$ cat src/rtl/matmul_sequencer_if.sv
// Command, operand and result streams plus status
// for the matmul job sequencer.
interface matmul_sequencer_if #(
  parameter int BUS_W = 64
);
  logic             cmd_valid;
  logic             cmd_ready;
  logic             in_valid;
  logic             in_ready;
  logic [BUS_W-1:0] in_data;
  logic             out_valid;
  logic             out_ready;
  logic [BUS_W-1:0] out_data;
  logic             busy;
  logic             error;

  modport master (
    output cmd_valid, in_valid, in_data, out_ready,
    input  cmd_ready, in_ready, out_valid, out_data,
    input  busy, error
  );

  modport slave (
    input  cmd_valid, in_valid, in_data, out_ready,
    output cmd_ready, in_ready, out_valid, out_data,
    output busy, error
  );
endinterface

$ cat src/rtl/matmul_sequencer.sv
// Streams A/B operands into the matmul RAMs, runs the
// datapath, then drains C through a latency-matched FIFO.
module matmul_sequencer #(
  parameter int AWIDTH  = 7,
  parameter int BUS_W   = 64,
  parameter int A_WORDS = 8,
  parameter int B_WORDS = 8,
  parameter int C_WORDS = 8,
  parameter int WR_SKEW = 2,
  parameter int RD_LAT  = 5,
  parameter int TIMEOUT = 1023
) (
  input  logic              clk,
  input  logic              reset_n,
  matmul_sequencer_if.slave bus,
  output logic              reset_0,
  output logic              start_mat_mul_0,
  input  logic              done_mat_mul,
  output logic              enable_writing_to_mem,
  output logic              enable_reading_from_mem,
  output logic [AWIDTH-1:0] addr_pi,
  output logic [BUS_W-1:0]  data_pi,
  output logic              we_a,
  output logic              we_b,
  output logic              we_c,
  input  logic [BUS_W-1:0]  data_from_out_mat
);
  localparam int DEPTH = RD_LAT + 1;
  localparam int PW    = $clog2(DEPTH);
  localparam int FW    = $clog2(DEPTH + 1);
  localparam int CW    = 16;

  typedef enum logic [2:0] {
    IDLE, CLEAR, LOAD_A, LOAD_B,
    FLUSH, COMPUTE, DRAIN, ERR
  } state_t;

  state_t state_q, state_d;
  logic [CW-1:0] cnt_q, cnt_d;
  logic [CW-1:0] rd_cnt_q, rd_cnt_d;
  logic [CW-1:0] out_cnt_q, out_cnt_d;
  logic error_q, error_d;

  logic [WR_SKEW-1:0] wa_q, wa_d, wb_q, wb_d;
  logic [BUS_W-1:0] wd_q [WR_SKEW];
  logic [BUS_W-1:0] wd_d [WR_SKEW];

  logic [RD_LAT-1:0] sr_q, sr_d;
  logic [FW-1:0] infl_q, infl_d;
  logic [FW-1:0] fcnt_q, fcnt_d;
  logic [PW-1:0] wp_q, wp_d, rp_q, rp_d;
  logic [BUS_W-1:0] mem_q [DEPTH];

  logic cmd_rdy, clr, ld, wr_en, rd_en, start;
  logic beat_a, beat_b, issue, push, pop, room;
  logic [CW-1:0] addr;

  assign push = sr_q[RD_LAT-1];
  assign pop  = (fcnt_q != '0) && bus.out_ready;
  assign room = ({1'b0, fcnt_q} + {1'b0, infl_q})
              < (FW+1)'(DEPTH);

  // Job sequencing: next state, counters and strobes.
  always_comb begin
    state_d   = state_q;
    cnt_d     = cnt_q;
    rd_cnt_d  = rd_cnt_q;
    out_cnt_d = out_cnt_q;
    error_d   = error_q;
    cmd_rdy   = 1'b0;
    clr       = 1'b0;
    ld        = 1'b0;
    wr_en     = 1'b0;
    rd_en     = 1'b0;
    start     = 1'b0;
    beat_a    = 1'b0;
    beat_b    = 1'b0;
    issue     = 1'b0;
    addr      = '0;
    unique case (state_q)
      IDLE: begin
        cmd_rdy = 1'b1;
        if (bus.cmd_valid) begin
          state_d = CLEAR;
          cnt_d   = '0;
          error_d = 1'b0;
        end
      end
      CLEAR: begin
        clr   = 1'b1;
        cnt_d = cnt_q + 1'b1;
        if (cnt_q == CW'(1)) begin
          cnt_d   = '0;
          state_d = LOAD_A;
        end
      end
      LOAD_A: begin
        ld    = 1'b1;
        wr_en = 1'b1;
        addr  = cnt_q;
        if (bus.in_valid) begin
          beat_a = 1'b1;
          cnt_d  = cnt_q + 1'b1;
          if (cnt_q == CW'(A_WORDS-1)) begin
            cnt_d   = '0;
            state_d = LOAD_B;
          end
        end
      end
      LOAD_B: begin
        ld    = 1'b1;
        wr_en = 1'b1;
        addr  = cnt_q;
        if (bus.in_valid) begin
          beat_b = 1'b1;
          cnt_d  = cnt_q + 1'b1;
          if (cnt_q == CW'(B_WORDS-1)) begin
            cnt_d   = '0;
            state_d = FLUSH;
          end
        end
      end
      FLUSH: begin
        wr_en = 1'b1;
        cnt_d = cnt_q + 1'b1;
        if (cnt_q == CW'(WR_SKEW)) begin
          cnt_d   = '0;
          state_d = COMPUTE;
        end
      end
      COMPUTE: begin
        start = 1'b1;
        cnt_d = cnt_q + 1'b1;
        if (done_mat_mul) begin
          cnt_d     = '0;
          rd_cnt_d  = '0;
          out_cnt_d = '0;
          state_d   = DRAIN;
        end else if (cnt_q == CW'(TIMEOUT-1)) begin
          cnt_d   = '0;
          error_d = 1'b1;
          state_d = ERR;
        end
      end
      DRAIN: begin
        rd_en = 1'b1;
        addr  = rd_cnt_q;
        if (rd_cnt_q < CW'(C_WORDS) && room) begin
          issue    = 1'b1;
          rd_cnt_d = rd_cnt_q + 1'b1;
        end
        if (pop) begin
          out_cnt_d = out_cnt_q + 1'b1;
          if (out_cnt_q == CW'(C_WORDS-1)) begin
            rd_cnt_d  = '0;
            out_cnt_d = '0;
            state_d   = IDLE;
          end
        end
      end
      ERR: state_d = IDLE;
      default: state_d = IDLE;
    endcase
  end

  // Write skew line, read-issue line and FIFO bookkeeping.
  always_comb begin
    wa_d = wa_q;
    wb_d = wb_q;
    wd_d = wd_q;
    sr_d = sr_q;
    for (int i = WR_SKEW-1; i > 0; i--) begin
      wa_d[i] = wa_q[i-1];
      wb_d[i] = wb_q[i-1];
      wd_d[i] = wd_q[i-1];
    end
    wa_d[0] = beat_a;
    wb_d[0] = beat_b;
    wd_d[0] = (beat_a | beat_b) ? bus.in_data : '0;
    for (int i = RD_LAT-1; i > 0; i--) begin
      sr_d[i] = sr_q[i-1];
    end
    sr_d[0] = issue;
    infl_d  = infl_q + FW'(issue) - FW'(push);
    fcnt_d  = fcnt_q + FW'(push) - FW'(pop);
    wp_d    = wp_q;
    rp_d    = rp_q;
    if (push) begin
      wp_d = (wp_q == PW'(DEPTH-1)) ? '0 : wp_q + 1'b1;
    end
    if (pop) begin
      rp_d = (rp_q == PW'(DEPTH-1)) ? '0 : rp_q + 1'b1;
    end
  end

  // State, counters and pipelines; reset empties everything.
  always_ff @(posedge clk or negedge reset_n) begin
    if (!reset_n) begin
      state_q   <= IDLE;
      cnt_q     <= '0;
      rd_cnt_q  <= '0;
      out_cnt_q <= '0;
      error_q   <= 1'b0;
      wa_q      <= '0;
      wb_q      <= '0;
      for (int i = 0; i < WR_SKEW; i++) wd_q[i] <= '0;
      sr_q      <= '0;
      infl_q    <= '0;
      fcnt_q    <= '0;
      wp_q      <= '0;
      rp_q      <= '0;
    end else begin
      state_q   <= state_d;
      cnt_q     <= cnt_d;
      rd_cnt_q  <= rd_cnt_d;
      out_cnt_q <= out_cnt_d;
      error_q   <= error_d;
      wa_q      <= wa_d;
      wb_q      <= wb_d;
      wd_q      <= wd_d;
      sr_q      <= sr_d;
      infl_q    <= infl_d;
      fcnt_q    <= fcnt_d;
      wp_q      <= wp_d;
      rp_q      <= rp_d;
    end
  end

  // Result FIFO storage; validity lives in the pointers.
  always_ff @(posedge clk) begin
    if (push) mem_q[wp_q] <= data_from_out_mat;
  end

  assign bus.cmd_ready = cmd_rdy & reset_n;
  assign bus.in_ready  = ld;
  assign bus.out_valid = (fcnt_q != '0);
  assign bus.out_data  = mem_q[rp_q];
  assign bus.busy      = (state_q != IDLE);
  assign bus.error     = error_q;

  assign reset_0                 = clr | ~reset_n;
  assign start_mat_mul_0         = start;
  assign we_c                    = start;
  assign enable_writing_to_mem   = wr_en;
  assign enable_reading_from_mem = rd_en;
  assign addr_pi                 = AWIDTH'(addr);
  assign data_pi                 = wd_q[WR_SKEW-1];
  assign we_a                    = wa_q[WR_SKEW-1];
  assign we_b                    = wb_q[WR_SKEW-1];
endmodule

$ cat src/flat_wrapper.sv
// flat-port wrapper written by rule: the top's interface ports become plain ports
module matmul_sequencer_flat 
#(
  parameter int AWIDTH  = 7,
  parameter int BUS_W   = 64,
  parameter int A_WORDS = 8,
  parameter int B_WORDS = 8,
  parameter int C_WORDS = 8,
  parameter int WR_SKEW = 2,
  parameter int RD_LAT  = 5,
  parameter int TIMEOUT = 1023
)
  (clk, reset_n, reset_0, start_mat_mul_0, done_mat_mul, enable_writing_to_mem, enable_reading_from_mem, addr_pi, data_pi, we_a, we_b, we_c, data_from_out_mat, bus_cmd_valid, bus_in_valid, bus_in_data, bus_out_ready, bus_cmd_ready, bus_in_ready, bus_out_valid, bus_out_data, bus_busy, bus_error);
  matmul_sequencer_if #(.BUS_W(BUS_W)) bus_i ();
  input  logic clk;
  input  logic reset_n;
  output logic reset_0;
  output logic start_mat_mul_0;
  input  logic done_mat_mul;
  output logic enable_writing_to_mem;
  output logic enable_reading_from_mem;
  output logic [AWIDTH-1:0] addr_pi;
  output logic [BUS_W-1:0] data_pi;
  output logic we_a;
  output logic we_b;
  output logic we_c;
  input  logic [BUS_W-1:0] data_from_out_mat;
  input wire logic [$bits(bus_i.cmd_valid)-1:0] bus_cmd_valid;
  input wire logic [$bits(bus_i.in_valid)-1:0] bus_in_valid;
  input wire logic [$bits(bus_i.in_data)-1:0] bus_in_data;
  input wire logic [$bits(bus_i.out_ready)-1:0] bus_out_ready;
  output wire logic [$bits(bus_i.cmd_ready)-1:0] bus_cmd_ready;
  output wire logic [$bits(bus_i.in_ready)-1:0] bus_in_ready;
  output wire logic [$bits(bus_i.out_valid)-1:0] bus_out_valid;
  output wire logic [$bits(bus_i.out_data)-1:0] bus_out_data;
  output wire logic [$bits(bus_i.busy)-1:0] bus_busy;
  output wire logic [$bits(bus_i.error)-1:0] bus_error;
  assign bus_i.cmd_valid = bus_cmd_valid;
  assign bus_i.in_valid = bus_in_valid;
  assign bus_i.in_data = bus_in_data;
  assign bus_i.out_ready = bus_out_ready;
  assign bus_cmd_ready = bus_i.cmd_ready;
  assign bus_in_ready = bus_i.in_ready;
  assign bus_out_valid = bus_i.out_valid;
  assign bus_out_data = bus_i.out_data;
  assign bus_busy = bus_i.busy;
  assign bus_error = bus_i.error;
  matmul_sequencer #(.AWIDTH(AWIDTH), .BUS_W(BUS_W), .A_WORDS(A_WORDS), .B_WORDS(B_WORDS), .C_WORDS(C_WORDS), .WR_SKEW(WR_SKEW), .RD_LAT(RD_LAT), .TIMEOUT(TIMEOUT)) u_core (.clk(clk), .reset_n(reset_n), .bus(bus_i), .reset_0(reset_0), .start_mat_mul_0(start_mat_mul_0), .done_mat_mul(done_mat_mul), .enable_writing_to_mem(enable_writing_to_mem), .enable_reading_from_mem(enable_reading_from_mem), .addr_pi(addr_pi), .data_pi(data_pi), .we_a(we_a), .we_b(we_b), .we_c(we_c), .data_from_out_mat(data_from_out_mat));
endmodule
$ cat config.mk
export PLATFORM = sky130hd
export DESIGN_NAME = matmul_sequencer_flat
export DESIGN_NICKNAME = d
export VERILOG_FILES = /design/src/rtl/matmul_sequencer_if.sv /design/src/rtl/matmul_sequencer.sv /design/src/flat_wrapper.sv
export SDC_FILE = /design/constraint.sdc
export NUM_CORES = 1
export LEC_CHECK = 0
export CAP_MARGIN = 5
export CORE_UTILIZATION = 44
export DETAILED_ROUTE_END_ITERATION = 8
export HOLD_SLACK_MARGIN = 0.02
export PLACE_DENSITY = 0.68
export RECOVER_POWER = 100
export SLEW_MARGIN = 20
export SYNTH_ARGS = -nofsm -noshare
export SYNTH_HDL_FRONTEND = slang
export SYNTH_SLANG_ARGS = --single-unit
$ cat constraint.sdc
create_clock -name clk -period 22.6 [get_ports clk]
set_clock_uncertainty 0.15 [all_clocks]
set_input_delay 5.65 -clock clk [delete_from_list [all_inputs] [get_ports clk]]
set_output_delay 5.65 -clock clk [all_outputs]
set_load 0.005 [all_outputs]
# --- Word-level counts from Yosys, hierarchy flattened ---
# Memory sizes are Yosys's and may differ from the RTL's.
# Cells that the tools add are included.
totals:
  word_cells: 123
  ram_bits: 384
  input_bits: 134
  register_bits: 201
  n_memories: 1
op_classes:
  eq_ne: 28
  muxes: 49
  order_cmp: 2
  n_reduce_logical: 15
  n_bitwise: 4
  n_addsub: 10
mem_list:
  columns: ["name", "words", "width", "rd", "rd_clocked_by_memory_dff", "write_ports", "line", "rtl"]
  rows:
  - ["u_core.mem_q", 6, 64, 1, 0, 1, "matmul_sequencer.sv:52", "logic [BUS_W-1:0] mem_q [DEPTH];"]
op_table:
  columns: ["op", "n"]
  rows:
  - ["$mux 16", 13]
  - ["$pmux 16 s5", 1]
  - ["$mux 64", 1]
  - ["$pmux 16 s2", 2]
  - ["$add 16x1->16 const B", 3]
  - ["$mux 3", 13]
  - ["$eq 16x3->1 const B", 2]
  - ["$pmux 3 s8", 1]
  - ["$eq 3x3->1 const B", 6]
  - ["$eq 16x1->1 const B", 1]
  - ["$eq 16x10->1 const B", 1]
  - ["$eq 16x2->1 const B", 1]
  - ["$lt 16x4->1 const B", 1]
  - ["$mux 1", 16]
  - ["$ne 2x1->1 const B", 8]
  - ["$pmux 7 s2", 1]
  - ["$ne 2x2->1 const B", 5]
  - ["$reduce_and 10->1", 1]
  - ["$add 3x1->3", 2]
  - ["$add 3x1->3 const B", 2]
  - ["$eq 3x2->1 const B", 2]
  - ["$reduce_and 3->1", 2]
  - ["$reduce_bool 3->1", 2]
  - ["$sub 3x1->3", 2]
  - ["other kinds (16)", 19]

# --- Depth between registers and ports, before layout ---
# Gate-level depths: netlist of run 1.
logic_depth:
  depth_word: 7
  mapped_depth: 9

# --- Worst setup path after synthesis of run 1 ---
# No wires, ideal clock.
synth_timing:
  kind: "input-to-output"
  startpoint: "input reset_n"
  endpoint: "output bus_cmd_ready"
  path_slack_ns: 11.025
  n_path_buf: 0
  required_ns: 16.800
  path_stages: 1
  arrival_time_ns: 5.775
  path_cell_list: "and2_1"
synth_via:
  elab_chain_len: 1
synth_lines:
  columns: ["element", "line", "rtl"]
  rows:
  - ["start: declaration", "flat_wrapper.sv:16", "input logic reset_n;"]
  - ["$and 1x1->1", "matmul_sequencer.sv:234", "assign bus.cmd_ready = cmd_rdy & reset_n;"]
  - ["end: declaration", "flat_wrapper.sv:32", "output wire logic [$bits(bus_i.cmd_ready)-1:0] bus_cmd_ready;"]
# Every way passes these cells.

# --- Worst setup path after layout of run 1 ---
layout_timing:
  startpoint: "input reset_n"
  endpoint: "output reset_0"
layout_via:
  elab_chain_len: 2
layout_lines:
  columns: ["element", "line", "rtl"]
  rows:
  - ["$not 1->1", "matmul_sequencer.sv:241", "assign reset_0 = clr | ~reset_n;"]
  - ["$or 1x1->1", "matmul_sequencer.sv:241", null]
  - ["end: declaration", "flat_wrapper.sv:17", "output logic reset_0;"]
# Every way passes these cells.

==> results of run 1 <==
path summary, 6_finish.rpt:
| check | startpoint | end | slack, ns | cells after the start |
|---|---|---|---|---|
| min | u_core.wd_d[4] | u_core.data_pi[4] | 0.20 | 0 |
| max | reset_n | reset_0 | 9.54 | 3 |
| max reg2reg | u_core.sr_q[4] | u_core.mem_q[4][49] | 17.40 | 5 |
| max in group asynchronous | reset_n | u_core.data_pi[52] | 12.51 | 2 |
| min in group asynchronous | reset_n | u_core.wd_d[58] | 4.95 | 1 |
| min reg2reg | u_core.wd_d[4] | u_core.data_pi[4] | 0.20 | 0 |
cell families after synthesis:
logic type / count (synthesis) / share of synthesized area
flip-flops: 585 / 0.7621
AND/OR/NAND/NOR: 299 / 0.07140
AO/OA/AOI/OAI: 134 / 0.03714
multiplexers: 132 / 0.09765
buffers and inverters: 79 / 0.01457
XOR/XNOR: 20 / 0.008061
adder cells (fa/ha/maj): 14 / 0.009097
state kept, by name (all words and copies together) (netlist names):
signal            cells
u_core.data_pi       64
u_core.infl_q         3
u_core.fcnt_q         3
u_core.wd_d          64
u_core.rp_q           3
u_core.bus.error      1
u_core.rd_cnt_q      16
u_core.wb_q           2
u_core.state_q        3
u_core.out_cnt_q     16
u_core.wa_q           2
u_core.wp_q           3
u_core.mem_q        384
u_core.sr_q           5
u_core.cnt_q         16
per-layer routing:
layer  wire length (µm)  global-route usage  part of all wire
met3               3718             0.06140             0.083
met1              19620              0.2443              0.44
met4                674             0.03862             0.015
met5                 23                   0           0.00051
met2              20790              0.2809              0.46
critical path, cell delays in order:
cell and delay, ns:
clkbuf_8 0.59, o21ai_0 0.20, dlygate4sd3_1 0.65
power by group through the flow:
stage               combinational [mW]  clock [mW]  sequential, mW
CTS                              0.553        1.00            1.20
finish                           0.529       0.976            1.19
global route                     0.582        1.04            1.20
floorplan                        0.326           0            1.18
detailed placement               0.551           0            1.22
global placement                 0.546           0            1.22
layout by cell type (no fill, tap or decap), types with 4 or more instances in the layout:
cell type          n
nand4_1           10
dlygate4sd3_1    209
o21ai_0           18
and3_1            69
clkinv_2          12
mux4_2            64
clkinv_1           6
nand2b_1           4
clkbuf_8           8
nor2b_1           16
clkinv_4           4
dfrtp_1          199
ha_1              11
xnor2_1           11
a21o_1             5
mux2i_1           68
nand3_1           21
clkbuf_16         60
o31ai_1            5
nand2_1           30
a22o_1             9
nor4_1            11
nor3_1            11
and2_1             4
xor2_1             9
clkdlybuf4s50_1   70
bufinv_16          5
edfxtp_1         384
inv_1             12
a21oi_1           74
clkbuf_1          25
nor2_1            98
a31oi_1            5
area by class of cell:
class / count / area, µm²
fillers: 3902 / 21680
flip-flops and latches: 585 / 16570
multi-input cells: 599 / 4855
repair buffers: 298 / 2889
clock buffers: 78 / 1643
well taps: 664 / 830.8
clock inverters: 31 / 330.3
inverters: 13 / 48.80
diodes: 3 / 7.507
==> reports/summary.txt, run 1 <==
status: finished with violations
failing checks: capacitance limit, slew limit
RSZ-0062 raised after global routing: false
routed vias: 11840
Post-CTS Setup Bufs: 0
number of buffers created by CTS: 59
crit share post-route: 0.5778
Post-synth top cells: edfxtp_1, dfrtp_1, nor2_1
first-pass GRT wire length: 68.96 mm
Clk pwr share: 0.362
sw frac: 0.2496
CP endpoint kind: output port
combinational fraction of design power: 0.196
main area contributors after synthesis: edfxtp_1, dfrtp_1, mux4_2
Ys Warns: 0
final worst slack: 9.542 ns
Post-DP HPWL: 25.84 mm
share of post-route cells with drive strength above 1: 0.1085
Post-Layout Cell Count: 2271
DRT Wirelength: 44.82 mm
Ports: 281
hold_buf cts: 0
Initial Utilization: 0.4449
Port Buffer Count: 280
Site Rows: 81
Core Region: 48850 µm²
Total Negative Setup Slacks: 0 ns
Mapped Nets: 1411
vias per cell: 5.214
Syn-to-layout area delta: 25.04%
residual DRC count: 0
Peak VDD IR: 72.65 µV
Final Critical Period: 13.06 ns
total global routing overflow: 0
Die W: 224.2 µm
GRT Util Overall: 0.1794
Synth Register Bits: 585
clock latency on the worst-skew pair: 0.61 ns
Post-DRT Antenna Nets: 0
top cell type's share of synthesized area: 0.5306
CP max FO: 117
post-CTS sizing: 0
synthesized area per cell: 17.21 µm²
TritonCTS clock tree: done
vias in the first global route: 12130
final core utilization: 0.5562
sequential share of power: 0.442
Arr. time, crit path: 7.26 ns
dpl ws: 9.650 ns
ys async rst share: 0.3436
wire per inst: 19.74 µm
CTS sink cnt: 585
max frequency: 0.07658 GHz
CP Class: in2out
Main synth FF type: edfxtp_1
initial antenna violation count: 5
Max-slew headroom: -2.049
Hold Crit Class: reg2reg
Pleak: 10.74 nW
sw power: 0.6731 mW
part of the Yosys area used for sequential elements: 0.7621
worst hold margin: 0.1961 ns
DRT iter0 DRCs: 821
largest net degree at the start of global routing: 118
area leader, netlist: edfxtp_1
Max Cap Violations: 15
setup violators final: 0
worst-margin pin slew: 4.573 ns
die height: 224.2 µm
Slew Limit Fails: 744
Clock Tree Root: clkbuf_16
Synth cell types: 58
Worst Setup Start Kind: input port
depth of the CTS H-tree: 2
Worst Path Required: 16.80 ns
clk slew on worst S/H paths: 0.06 ns
final hold violation count: 0
Synth Instances: 1263
total power: 2.697 mW
Internal: 2.024 mW
RePlAce Congestion: 0.8192
placed cell count: 2159
final instance area: 27170 µm²
nets@finish: 1704
die area: 50280 µm²
most common cell in the netlist: edfxtp_1
Power Density: 99.27 nW/µm²
Post-Syn Area: 21730 µm²
Initial DRT Pass Iterations: 6
dpl cell area: 25280 µm²
clk buf depth: 3
Post-synth EDFFs: 384
(Power assumes the default switching activity.)
==> inputs of run 2 (changes only) <==
==> constraint.sdc (replaced) <==
create_clock -name clk -period 12.15 [get_ports clk]
set_clock_uncertainty 0.15 [all_clocks]
set_input_delay 3.0375 -clock clk [delete_from_list [all_inputs] [get_ports clk]]
set_output_delay 3.0375 -clock clk [all_outputs]
set_load 0.005 [all_outputs]
==> reports/summary.txt, run 2 (synthesized netlist as in run 1, its figures left out) <==
register area: 16570 µm² (unchanged)
Clk pwr share: 0.352 (-0.010)
post-CTS sizing: 0 (unchanged)
CP peak stage delay: 1.88 ns (+1.23 ns)
dpl ws: 4.761 ns (-4.889 ns)
Initial DRT Pass Iterations: 5 (-1)
commonest non-fill, non-tap cell in the layout: edfxtp_1
vias per cell: 5.161 (-1.0%)
residual DRC count: 0 (unchanged)
Core Region: 48850 µm² (unchanged)
crit share post-route: 0.6737
nets@finish: 1705 (+0.059%)
Max-slew headroom: -1.958 (+0.09040)
final hold violation count: 0 (unchanged)
footprint of the multi-input gates: 4853 µm² (about the same)
commonest non-fill, non-tap cells in the layout: edfxtp_1, dlygate4sd3_1, dfrtp_1, nor2_1, a21oi_1
CTS sink cnt: 585 (unchanged)
wire per inst: 19.67 µm (-0.36%)
hold_sp: u_core.sr_q[3]
Slew Limit Fails: 640 (-14%)
sequential share of power: 0.456 (+0.014)
beginning of the critical path: u_core.rp_q[0]
Ports: 281 (unchanged)
max FFs per register: 384 (unchanged)
Port Buffer Count: 280 (unchanged)
Reg with most FFs: u_core.mem_q
Post-DRT Antenna Nets: 0 (unchanged)
placed cell count: 2159 (unchanged)
combinational fraction of design power: 0.192 (-0.004)
Peak VDD IR: 112.2 µV (+54%)
Site Rows: 81 (unchanged)
depth of the CTS H-tree: 2 (unchanged)
sw frac: 0.2503 (+0.0007976)
initial antenna violation count: 9 (+4)
number of buffers created by CTS: 59 (unchanged)
CP max stage cell: dfrtp_1
final core utilization: 0.5546 (-0.001614)
CP Class: reg2out
vias in the first global route: 12250 (+1.0%)
clk buf depth: 3 (unchanged)
TritonCTS clock tree: done
Pleak: 10.68 nW (-0.58%)
largest net degree at the start of global routing: 77 (-35%)
CP endpoint kind: output port
Internal: 3.668 mW (+81%)
setup violators final: 0 (unchanged)
total global routing overflow: 0 (unchanged)
failing checks: capacitance limit, slew limit
clk slew on worst S/H paths: 0.06 ns (about the same)
Final Critical Period: 8.186 ns
Max Cap Violations: 12 (-3)
sw power: 1.225 mW (+82%)
Power Density: 180.6 nW/µm² (+82%)
Initial Utilization: 0.4449 (unchanged)
GRT Util Overall: 0.1802 (+0.0007647)
Die W: 224.2 µm (unchanged)
clock latency on the worst-skew pair: 0.60 ns (about the same)
DRT Wirelength: 44.60 mm (-0.49%)
final worst slack: 3.964 ns (-5.578 ns)
Clock Tree Root: clkbuf_16
Post-Layout Cell Count: 2268 (-0.13%)
Arr. time, crit path: 5.00 ns (-2.26 ns)
crit path cell chain: buf_4 > mux4_2 > nor2_1 > a21oi_1 > dlygate4sd3_1
Crit path max-delay family: flip-flops
Hold Crit Class: reg2reg
worst-margin pin slew: 4.438 ns (-0.1356 ns)
die area: 50280 µm² (unchanged)
Reg2Reg Setup Slack: 6.91 ns (-10.49 ns)
Filler cells: 3890 (-0.31%)
RSZ-0062 raised after global routing: false
Worst Setup Start Kind: register
die height: 224.2 µm (unchanged)
Post-DP HPWL: 26.37 mm (+2.1%)
max frequency: 0.1222 GHz
RePlAce Congestion: 0.7950 (-3.0%)
Worst Path Required: 8.96 ns (-7.84 ns)
Post-CTS Setup Bufs: 0 (unchanged)
hold_buf cts: 0 (unchanged)
Syn-to-layout area delta: 24.68%
share of post-route cells with drive strength above 1: 0.1063 (-0.002162)
status: finished with violations
CP max FO: 55 (-53%)
routed vias: 11710 (-1.1%)
crit path buf inv count: 2 (unchanged)
first-pass GRT wire length: 69.57 mm (+0.88%)
Reg-to-Reg Start: u_core.sr_q[4]
Total Negative Setup Slacks: 0 ns (unchanged)
DRT iter0 DRCs: 742 (-9.6%)
[run 2: routing by layer]
layer,routed length (µm),vias to the layer above,share of wire,global-route usage
met5,54,-,0.0012,0
met4,748,8,0.017,0.04433
met3,3607,65,0.081,0.06414
met2,20960,304,0.47,0.2870
met1,19230,5929,0.43,0.2368
li1,-,5400,-,-
[run 2: worst paths after layout]
check,endpoint,cells after the start
max in group asynchronous,u_core.data_pi[18],2
worst max-delay path,bus_out_data[33],5
worst max register to register,u_core.mem_q[4][61],5
worst min-delay path,u_core.sr_q[4],0
min in group asynchronous,u_core.wd_d[58],1
worst min register to register,u_core.sr_q[4],0
[run 2: power groups by stage]
stage	combinational (mW)	clock, mW	sequential [mW]
floorplan	0.606	0	2.19
global placement	0.968	0	2.31
detailed placement	0.977	0	2.31
CTS	0.981	1.77	2.27
global route	1.04	1.84	2.24
finish	0.941	1.72	2.23
[run 2: cell type report]
| cell class | count | share of cell area |
|---|---|---|
| antenna | 5 | 0.0004618 |
| clock buffer | 82 | 0.06271 |
| clock inverter | 21 | 0.006050 |
| inverter | 13 | 0.001801 |
| multi-input combinational | 599 | 0.1791 |
| sequential | 585 | 0.6115 |
| tap | 664 | 0.03066 |
| timing repair buffer | 299 | 0.1076 |
[run 2: worst register-to-register path, cell delays in order (launching register included)]
cell and delay [ns]:
dfrtp_1 0.43, inv_1 0.13, nor2_1 0.13, nand2_1 0.08, nor2_1 1.53, clkbuf_1 2.29
[run 2: metrics by stage]
step / total power [mW] / instance area [µm²] / hold WS (ns)
2_1_floorplan: 2.792 / 21730 / 0.1812
3_3_place_gp: 3.275 / 25280 / 0.1817
3_5_place_dp: 3.284 / 25280 / 0.1847
4_1_cts: 5.019 / 27140 / 0.1952
5_1_grt: 5.121 / 27090 / 0.1974
6_report: 4.893 / 27090 / 0.1920
==> inputs of run 3 (changes only) <==
==> constraint.sdc (replaced) <==
create_clock -name clk -period 8.5 [get_ports clk]
set_clock_uncertainty 0.15 [all_clocks]
set_input_delay 2.125 -clock clk [delete_from_list [all_inputs] [get_ports clk]]
set_output_delay 2.125 -clock clk [all_outputs]
set_load 0.005 [all_outputs]
==> reports/summary.txt, run 3 (synthesized netlist as in run 1, its figures left out) <==
CTS sink cnt: 585 (unchanged)
TritonCTS clock tree: done
commonest non-fill, non-tap cells in the layout: edfxtp_1, dlygate4sd3_1, dfrtp_1, nor2_1, a21oi_1
max FFs per register: 384 (unchanged)
status: finished with violations
Site Rows: 81 (unchanged)
Post-CTS Setup Bufs: 0 (unchanged)
Power Density: 255.9 nW/µm² (+42%)
nets@finish: 1704 (-0.059%)
crit share post-route: 0.7837
commonest non-fill, non-tap cell in the layout: edfxtp_1
final worst slack: 1.838 ns (-2.126 ns)
Clock Tree Root: clkbuf_16
sw frac: 0.2514 (+0.001016)
Port Buffer Count: 280 (unchanged)
Peak VDD IR: 239.0 µV (+110%)
vias in the first global route: 12180 (-0.56%)
FF-to-FF path depth: 4 (-1)
RePlAce Congestion: 0.8065 (+1.4%)
depth of the CTS H-tree: 2 (unchanged)
hold_buf cts: 0 (unchanged)
first-pass GRT wire length: 69.48 mm (-0.13%)
Max-slew headroom: -2.097 (-0.1384)
CP max FO: 71 (+29%)
final hold violation count: 0 (unchanged)
sw power: 1.735 mW (+42%)
RSZ-0062 raised after global routing: false
Slew Limit Fails: 606 (-5.3%)
combinational fraction of design power: 0.200 (+0.008)
vias per cell: 5.225 (+1.2%)
total global routing overflow: 0 (unchanged)
Worst Path Required: 6.23 ns (-2.73 ns)
setup violators final: 0 (unchanged)
Ports: 281 (unchanged)
CP Class: reg2out
Hold Crit Class: reg2reg
Initial DRT Pass Iterations: 5 (unchanged)
Initial Utilization: 0.4449 (unchanged)
DRT iter0 DRCs: 660 (-11%)
failing checks: capacitance limit, slew limit
initial antenna violation count: 7 (-2)
post-CTS sizing: 0 (unchanged)
sequential share of power: 0.458 (+0.002)
hold path cells: 0 (unchanged)
largest net degree at the start of global routing: 99 (+29%)
Final Critical Period: 6.662 ns
Internal: 5.167 mW (+41%)
share of post-route cells with drive strength above 1: 0.1031 (-0.003191)
GRT Util Overall: 0.1814 (+0.001186)
clk slew on worst S/H paths: 0.06 ns (about the same)
routed vias: 11840 (+1.2%)
die area: 50280 µm² (unchanged)
max frequency: 0.1501 GHz
clk buf depth: 3 (unchanged)
wire per inst: 19.97 µm (+1.5%)
die height: 224.2 µm (unchanged)
number of buffers created by CTS: 57 (-3.4%)
Max Cap Violations: 12 (unchanged)
dpl ws: 2.885 ns (-1.876 ns)
Syn-to-layout area delta: 24.12%
Reg with most FFs: u_core.mem_q
Post-DRT Antenna Nets: 0 (unchanged)
Clk pwr share: 0.342 (-0.010)
CP endpoint kind: output port
Worst Setup Start Kind: register
worst-margin pin slew: 4.645 ns (+0.2076 ns)
Total Negative Setup Slacks: 0 ns (unchanged)
Arr. time, crit path: 4.39 ns (-0.61 ns)
Post-DP HPWL: 26.13 mm (-0.91%)
Core Region: 48850 µm² (unchanged)
DRT Wirelength: 45.26 mm (+1.5%)
residual DRC count: 0 (unchanged)
Die W: 224.2 µm (unchanged)
clock latency on the worst-skew pair: 0.59 ns (about the same)
Pleak: 10.63 nW (-0.41%)
[run 3: power by group through the flow]
stage / sequential [mW] / clock, mW / combinational [mW]
global route: 3.17 / 2.54 / 1.52
global placement: 3.22 / 0 / 1.47
detailed placement: 3.22 / 0 / 1.48
CTS: 3.16 / 2.43 / 1.49
floorplan: 3.13 / 0 / 0.866
finish: 3.16 / 2.36 / 1.38
[run 3: worst paths after layout]
check | from | slack [ns] | end
setup reg to reg | u_core.sr_q[4] | 3.74 | u_core.mem_q[5][37]
max in group asynchronous | reset_n | 2.85 | u_core.data_pi[29]
hold / removal | u_core.wd_d[62] | 0.19 | u_core.data_pi[62]
min in group asynchronous | reset_n | 1.38 | u_core.data_pi[1]
hold reg to reg | u_core.wd_d[62] | 0.19 | u_core.data_pi[62]
setup / recovery | u_core.state_q[2] | 1.84 | addr_pi[5]
[run 3: area by class of cell]
cell class,instances,area [µm²]
Fill cell,3896,21880
Sequential cell,585,16570
Multi-Input combinational cell,599,4855
Timing Repair Buffer,300,2910
Clock buffer,74,1545
Tap cell,664,830.8
Clock inverter,29,202.7
Inverter,13,48.80
Antenna cell,3,7.507
[run 3: per-layer routing]
metal,up-vias,routed length [µm],GRT usage,part of all wire
met5,-,55,0,0.0012
li1,5403,-,-,-
met2,349,21310,0.2902,0.47
met4,8,796,0.04367,0.018
met1,6012,19280,0.2381,0.43
met3,72,3820,0.06375,0.084
[run 3: critical path, stage by stage (launching register included)]
cell and delay, ns:
dfrtp_1 0.59, nand2b_1 0.34, inv_1 0.09, clkbuf_1 1.78, a22o_1 0.38, dlygate4sd3_1 0.62
[run 3: per-stage QoR]
stage	total power, mW	util	cells	hold WS, ns	cell area, µm²
floorplan	3.991	-	1263	0.1812	21730
global placement	4.686	0.5180	2160	0.1819	25300
detailed placement	4.703	0.5180	2160	0.1847	25300
CTS	7.084	0.5537	2263	0.1956	27050
global route	7.223	0.5520	2264	0.1952	26960
finish	6.903	0.5521	2267	0.1945	26970
